[src/rtl/bit_serial_adder.sv]
`default_nettype none
// ---------------------------------------------------------------------------
// bit_serial_adder: one-bit-per-cycle add/subtract with registered NZCV flags
// Rev 1.0
// ---------------------------------------------------------------------------

module full_adder (
  input  logic A_in,
  input  logic B_in,
  input  logic carry_in,
  output logic sum,
  output logic carry_out
);
  assign sum       = A_in ^ B_in ^ carry_in;
  assign carry_out = (A_in & B_in) | (carry_in & (A_in ^ B_in));
endmodule

module bit_serial_adder #(
  parameter int WIDTH = 64
) (
  input  logic             clk,
  input  logic             rst_n,
  input  logic             start,
  input  logic             subtract,
  input  logic [WIDTH-1:0] A,
  input  logic [WIDTH-1:0] B,
  output logic             ready,
  output logic             done,
  output logic [WIDTH-1:0] result,
  output logic             negative,
  output logic             zero,
  output logic             carry_out,
  output logic             overflow
);
  localparam int CW = $clog2(WIDTH);
  localparam logic [CW-1:0] LAST_CNT = CW'(WIDTH - 1);

  localparam logic [1:0] S_IDLE = 2'd0;
  localparam logic [1:0] S_ADD  = 2'd1;
  localparam logic [1:0] S_DONE = 2'd2;

  logic [1:0]       state_q, state_d;
  logic [WIDTH-1:0] a_q, b_q, acc_q, result_q;
  logic [CW-1:0]    cnt_q;
  logic             carry_q;
  logic             neg_q, zero_q, cout_q, ovf_q;
  logic             fa_sum, fa_cout;
  logic             last_bit;
  logic [WIDTH-1:0] acc_next;

  full_adder u_fa (
    .A_in      (a_q[0]),
    .B_in      (b_q[0]),
    .carry_in  (carry_q),
    .sum       (fa_sum),
    .carry_out (fa_cout)
  );

  assign last_bit = (state_q == S_ADD) && (cnt_q == LAST_CNT);
  assign acc_next = {fa_sum, acc_q[WIDTH-1:1]};

  always_ff @(posedge clk or negedge rst_n) begin
    if (!rst_n) state_q <= S_IDLE;
    else        state_q <= state_d;
  end

  always_comb begin
    state_d = state_q;
    case (state_q)
      S_IDLE:  if (start) state_d = S_ADD;
      S_ADD:   if (last_bit) state_d = S_DONE;
      S_DONE:  state_d = S_IDLE;
      default: state_d = S_IDLE;
    endcase
  end

  always_comb begin
    ready = (state_q == S_IDLE);
    done  = (state_q == S_DONE);
  end

  always_ff @(posedge clk or negedge rst_n) begin
    if (!rst_n) begin
      a_q      <= '0;
      b_q      <= '0;
      acc_q    <= '0;
      cnt_q    <= '0;
      carry_q  <= 1'b0;
      result_q <= '0;
      neg_q    <= 1'b0;
      zero_q   <= 1'b0;
      cout_q   <= 1'b0;
      ovf_q    <= 1'b0;
    end else begin
      if (state_q == S_IDLE && start) begin
        // Subtraction is A + ~B + 1: invert B here and seed the carry with 1.
        a_q     <= A;
        b_q     <= B ^ {WIDTH{subtract}};
        carry_q <= subtract;
        cnt_q   <= '0;
      end else if (state_q == S_ADD) begin
        a_q     <= a_q >> 1;
        b_q     <= b_q >> 1;
        acc_q   <= acc_next;
        carry_q <= fa_cout;
        cnt_q   <= cnt_q + 1'b1;
      end
      // carry_q still holds the carry into the MSB on the final bit.
      if (last_bit) begin
        result_q <= acc_next;
        neg_q    <= fa_sum;
        zero_q   <= (acc_next == '0);
        cout_q   <= fa_cout;
        ovf_q    <= carry_q ^ fa_cout;
      end
    end
  end

  assign result    = result_q;
  assign negative  = neg_q;
  assign zero      = zero_q;
  assign carry_out = cout_q;
  assign overflow  = ovf_q;

endmodule
`default_nettype wire
[config.mk]
export PLATFORM = sky130hd
export DESIGN_NAME = bit_serial_adder
export DESIGN_NICKNAME = d
export VERILOG_FILES = /design/src/rtl/bit_serial_adder.sv
export SDC_FILE = /design/constraint.sdc
export NUM_CORES = 1
export LEC_CHECK = 0
export ABC_AREA = 1
export BUFFER_PORTS_ARGS = -buffer_cell sky130_fd_sc_hd__clkbuf_2
export CORE_MARGIN = 1
export CORE_UTILIZATION = 40
export CTS_CLUSTER_DIAMETER = 60
export DETAILED_ROUTE_END_ITERATION = 8
export PLACE_DENSITY = 0.61
export SETUP_SLACK_MARGIN = 0.1
export SLEW_MARGIN = 20
export SYNTH_ARGS = -nofsm -noshare
export SYNTH_HDL_FRONTEND = slang
export SYNTH_SLANG_ARGS = --single-unit
[constraint.sdc]
create_clock -name clk -period 1.5 [get_ports clk]
set_input_delay 0.3 -clock clk [delete_from_list [all_inputs] [get_ports clk]]
set_output_delay 0.3 -clock clk [all_outputs]
set_load 0.05 [all_outputs]
Word-level counts from Yosys, hierarchy flattened
Index checks and enable logic that the tools add are counted.
Storage, ports and cells
  flip-flop bits (word level): 269
  bits of input ports: 132
  output and inout port bits: 70
  logic and storage cells: 43
Operators by class
  add/subtract/negate cells: 1
  eq/ne operators: 5
  mux-type cells: 11
  bitwise operators: 8
  reduce and logical (&&, ||, !) cells: 7
Operators with widths (number)
  $mux 64: 4
  $logic_not 64->1: 1
  $xor 64x64->64: 1
  $mux 6: 2
  $add 6x1->6 const B: 1
  $eq 6x6->1 const B: 1
  $mux 2: 2
  $ne 2x2->1 const B: 2
  $pmux 2 s2: 1
  $reduce_and 2->1: 2
  $xor 1x1->1: 3
  $and 1x1->1: 2
  $eq 2x1->1 const B: 1
  $eq 2x2->1 const B: 1
  $logic_and 1x1->1: 2
  $logic_not 2->1: 1
  $mux 1: 2
  $reduce_bool 2->1: 1
  $not 1->1: 1
  $or 1x1->1: 1

Depth between registers and ports, before layout
  word-level depth: 5
  depth in mapped cells: 10
  gate-level depth less buffers: 8

Cells and area by module
A second synthesis with hierarchy kept.
Unflattened totals
  cell total of the unflattened synthesis: 1355
  area, all modules: 11878.9 µm²
By module, submodules not included
  bit_serial_adder: times used 1, cells each 1354, area an instance 11858.9 µm², sequential area each 6681.4 µm²
  full_adder: times used 1, cells each 1, area an instance 20.0 µm², sequential area each 0.0 µm²

Worst setup path after synthesis
Ideal clock, no wire load.
  kind: register to register
  from: register state_q[0]
  to: register b_q[37]
  setup time: 0.131 ns
  arrival: 1.678 ns
  data required time: 1.369 ns
  slack: -0.308 ns
  stages on the path, launching flop included: 7
  buffers on the path: 2
  clock period less this slack: 1.808 ns
  cells stage by stage: dfrtp_1 nor2_2 nand2_2 nand2_2 buf_2 clkbuf_1 o21ai_0
On the way
  cells in the longest elaborated chain, start to end: 3
  elaborated cells on any way between the ends: 5
  those cells by class: 1 x eq/ne; 1 x mux; 3 x reduce/logical
Ends and longest elaborated chain
  start: declaration: line 42  | logic [1:0] state_q, state_d;
  start signal: assignment: line 64  | else state_q <= state_d;
  $logic_not 2->1 (*)
  named net ready: line 27  | output logic ready,
  $logic_and 1x1->1 (*): line 95  | if (state_q == S_IDLE && start) begin
  $mux 64 / $reduce_bool 2->1 (equally long branches)
  end signal: assignment: line 98  | b_q <= B ^ {WIDTH{subtract}};
  end signal: assignment: line 103  | b_q <= b_q >> 1;
  end: declaration: line 43  | logic [WIDTH-1:0] a_q, b_q, acc_q, result_q;
The timed path passes the listed nets; every way through them passes the cells marked *.
A chain may end at the register's enable or synchronous reset.

Worst setup path after layout
  from: register cnt_q[0]
  to: register result_q[21] (netlist: result[21])
On the way
  cells in the longest elaborated chain, start to end: 2
Ends and longest elaborated chain
  start: declaration: line 44  | logic [CW-1:0] cnt_q;
  start signal: assignment: line 106  | cnt_q <= cnt_q + 1'b1;
  $eq 6x6->1: line 59  | assign last_bit = (state_q == S_ADD) && (cnt_q == LAST_CNT);
  $logic_and 1x1->1: line 59
  end signal: assignment: line 110  | result_q <= acc_next;
  end: declaration: line 43
No other way between the ends.

==> impl_metrics.sql <==
INSERT INTO impl_metrics (metric_group, metric, value, unit) VALUES
('sta', 'finalHoldViolations', '0', ''),
('logic_synthesis', 'synth_area_leaders', 'dfrtp_1, nand2_1, o21ai_0', ''),
('clock_network', 'cts-htree-levels', '1', ''),
('logic_synthesis', 'yosys-top-cells-count', 'nand2_1, dfrtp_1, o21ai_0, inv_1, o21ai_1', ''),
('setup_path', 'r2r-start', 'cnt_q[0]$_DFFE_PN0P_', ''),
('logic_synthesis', 'number_of_warnings_reported_in_the_yosys_synthesis_log', '0', ''),
('sta', 'setup-violations-final', '89', ''),
('place', 'detailed_place.area', '13400', 'um^2'),
('clock_network', 'cts_tree', 'done', ''),
('cells_and_area', 'postLayoutCoreUtil', '70.6', '%'),
('place', 'placed_cells_incl_taps', '1880', ''),
('grt', 'grt_pass1_vias', '10500', ''),
('route', 'drc', '0', ''),
('die', 'fp.coreArea', '28900', 'um^2'),
('place', 'place.detailed.hpwl', '17000', 'um'),
('sta', 'relSlewSlack', '67.3', '%'),
('flow_run', 'maxCapViolations', '0', ''),
('route', 'via_per_inst', '5.11', ''),
('power_and_ir_drop', 'power_density', '783', 'nW/um^2'),
('clock_network', 'cts_root_buffer', 'clkbuf_16', ''),
('setup_path', 'worstPathArrival', '2.11', 'ns'),
('setup_path', 'path_class', 'reg -> reg', ''),
('grt', 'overflow', '0', ''),
('cells_and_area', 'finish.net_count', '1876', ''),
('clock_network', 'cts_made_buffers', '30', ''),
('route', 'avgRoutedWirePerCell', '17.7', 'um'),
('die', 'floorplan.initialDensity', '41.0', '%'),
('grt', 'global_route.usage.total', '22.0', '%'),
('logic_synthesis', 'count_leader_synth', 'nand2_1', ''),
('setup_path', 'cp_cell_sequence', 'ha_2 > nand2_2 > nor2_4 > nand3_2 > nor2_4 > buf_12 > buf_12 > inv_16 > buf_16 > nand2_2 > o21ai_1', ''),
('grt', 'largest_net_degree_at_the_start_of_global_routing', '82', ''),
('power_and_ir_drop', 'ir_worst_vdd', '0.000807', 'V'),
('grt', 'first_pass_grt_wire_length', '54300', 'um'),
('cells_and_area', 'synthToLayoutAreaGrowth', '72.3', '%'),
('logic_synthesis', 'area_share_of_the_largest_cell_type_after_synthesis', '56.3', '%'),
('die', 'design.portCount', '202', ''),
('route', 'drt-pass1-iter-count', '5', ''),
('run_status', 'violated_checks', 'negative setup slack', ''),
('route', 'drt-total-wl', '38100', 'um'),
('logic_synthesis', 'ys.flop_type', 'dfrtp_1', ''),
('die', 'fp.dieW', '174', 'um'),
('route', 'detail-route-antenna-nets', '0', ''),
('run_status', 'outcome', 'finished, violations left', ''),
('power_and_ir_drop', 'leakagePower', '10.2', 'nW'),
('logic_synthesis', 'avgSynthCellArea', '8.79', 'um^2'),
('setup_path', 'endpoint_kind', 'flip-flop', ''),
('setup_path', 'cp_slowest_cell', 'dfrtp_1', ''),
('logic_synthesis', 'syn-instance-count', '1349', ''),
('clock_network', 'clock_path_buffers', '3', ''),
('sta', 'timing.final.max_slew_violations', '0', ''),
('die', 'die_area', '30300', 'um^2'),
('die', 'placement_rows', '62', ''),
('clock_network', 'cts.sink_count', '267', ''),
('worst_hold_path', 'timing.hold.worst.class', 'in -> reg', ''),
('place', 'placement.io_buffers', '201', ''),
('logic_synthesis', 'synth.ff_latch_count', '267', ''),
('setup_path', 'slowest_delay', '0.36', 'ns'),
('sta', 'finalSetupTns', '-8.53', 'ns'),
('worst_hold_path', 'min_from', 'A[63]', ''),
('sta', 'final.setup.worst_slack', '-0.177', 'ns'),
('logic_synthesis', 'synth-edff-count', '0', ''),
('sta', 'setup_repair_after_global_routing_missed_its_margin', 'true', ''),
('die', 'chip_height', '174', 'um'),
('cells_and_area', 'final_cell_count_no_fill', '2151', ''),
('route', 'vias', '11000', ''),
('route', 'drt_iter0_drc', '660', ''),
('cells_and_area', 'final_area', '20400', 'um^2'),
('sta', 'finalCritPeriodShare', '112', '%'),
('place', 'final_gp_congestion', '0.766', ''),
('sta', 'worst-slew-pin-transition', '0.490', 'ns'),
('cells_and_area', 'layout-drive-gt1-share', '47.8', '%');
## state kept, by name, indices dropped and copies added, names as in the netlist
signal	count
a_q	64
cnt_q	6
zero	1
state_q	2
carry_out	1
b_q	64
result	64
overflow	1
carry_q	1
acc_q	63
## area by class of cell
cell class              instances  area, um^2
well taps                     384         480
multi-input cells             859        6270
clock buffers                  36         813
diodes                          3        7.51
repair inverters                4        71.3
inverters                     139         566
fillers                      1940        8500
clock inverters                18         272
repair buffers                441        5270
flip-flops and latches        267        6690
## cells by family (layout without fill, tap and decap cells)
group                    Yosys count  in the layout  synth area share, %
AO/OA/AOI/OAI                    333            333                 15.0
other                              0              3                    0
XOR/XNOR                          64             64                 4.73
buffers and inverters            224            638                 8.06
flip-flops                       267            267                 56.3
AND/OR/NAND/NOR                  459            460                 15.6
adder cells (fa/ha/maj)            2              2                0.274
## metal layers
layer  track usage (%)  wire length (um)  vias up
li1                  -                 -     5148
met1              29.1             15500     5478
met2              38.1             20300      295
met3              3.00              1370       64
met4              5.23               978        0
met5                 0                 0        -
## critical path: cells and delay by family (launching register included)
family / cells / cell delay (ns)
AOI/OAI and AO/OA: 1 / 0.07
adders and majority gates: 1 / 0.19
buffers and inverters: 4 / 0.48
DFF: 1 / 0.36
and+or+nand+nor: 5 / 0.45
## where the power goes
part	total, mW	switching, mW	internal [mW]	leakage, nW
clock network	8.02	3.11	4.91	0.530
registers	7.20	0	7.20	3.30
logic	0.786	0.455	0.331	6.39
## worst paths after layout
kind / slack [ns] / endpoint / depth (start not counted)
setup / recovery: -0.18 / result[21]$_DFFE_PN0P_ / 11
min in group asynchronous: 0.16 / result[5]$_DFFE_PN0P_ / 2
setup reg to reg: -0.18 / result[21]$_DFFE_PN0P_ / 11
hold / removal: 0.05 / a_q[63]$_DFFE_PN0P_ / 2
max in group asynchronous: 0.62 / b_q[28]$_DFFE_PN0P_ / 3
hold reg to reg: 0.48 / a_q[62]$_DFFE_PN0P_ / 2
## metrics by stage
step	hold WS (ns)	total power, mW
5_1_grt	0.0368	16.5
3_5_place_dp	0.133	7.88
3_3_place_gp	0.137	7.88
4_1_cts	0.00891	16.0
6_report	0.0458	16.0
2_1_floorplan	0.00441	7.48
## cells in the final DEF (no fill, tap or decap), types with 3 or more instances in the layout
| cell | count |
|---|---|
| buf_12 | 38 |
| buf_16 | 35 |
| buf_4 | 67 |
| buf_6 | 9 |
| buf_8 | 41 |
| bufinv_16 | 6 |
| clkbuf_16 | 51 |
| clkbuf_2 | 129 |
| clkbuf_8 | 41 |
| clkinv_2 | 5 |
| dfrtp_1 | 261 |
| dfrtp_2 | 6 |
| diode_2 | 3 |
| dlygate4sd3_1 | 64 |
| inv_1 | 134 |
| inv_16 | 4 |
| nand2_1 | 209 |
| nand2_2 | 41 |
| nand2_4 | 95 |
| nand2_8 | 4 |
| nand3_1 | 7 |
| nand3_2 | 58 |
| nor2_1 | 42 |
| nor2_4 | 3 |
| o211ai_1 | 5 |
| o21ai_0 | 62 |
| o21ai_1 | 65 |
| o21ai_2 | 163 |
| o21ai_4 | 29 |
| xor2_1 | 63 |
## what timing repair did
item                                   in CTS  in global routing
pin swaps                                  16                118
setup buffers                              71                 23
cloned                                     43                 24
resized for setup                         361                553
hold buffers                               64                  0
setup endpoints to repair                 258                337
endpoints found under the hold margin     330                  0
Power figures use the tool's default switching activity.
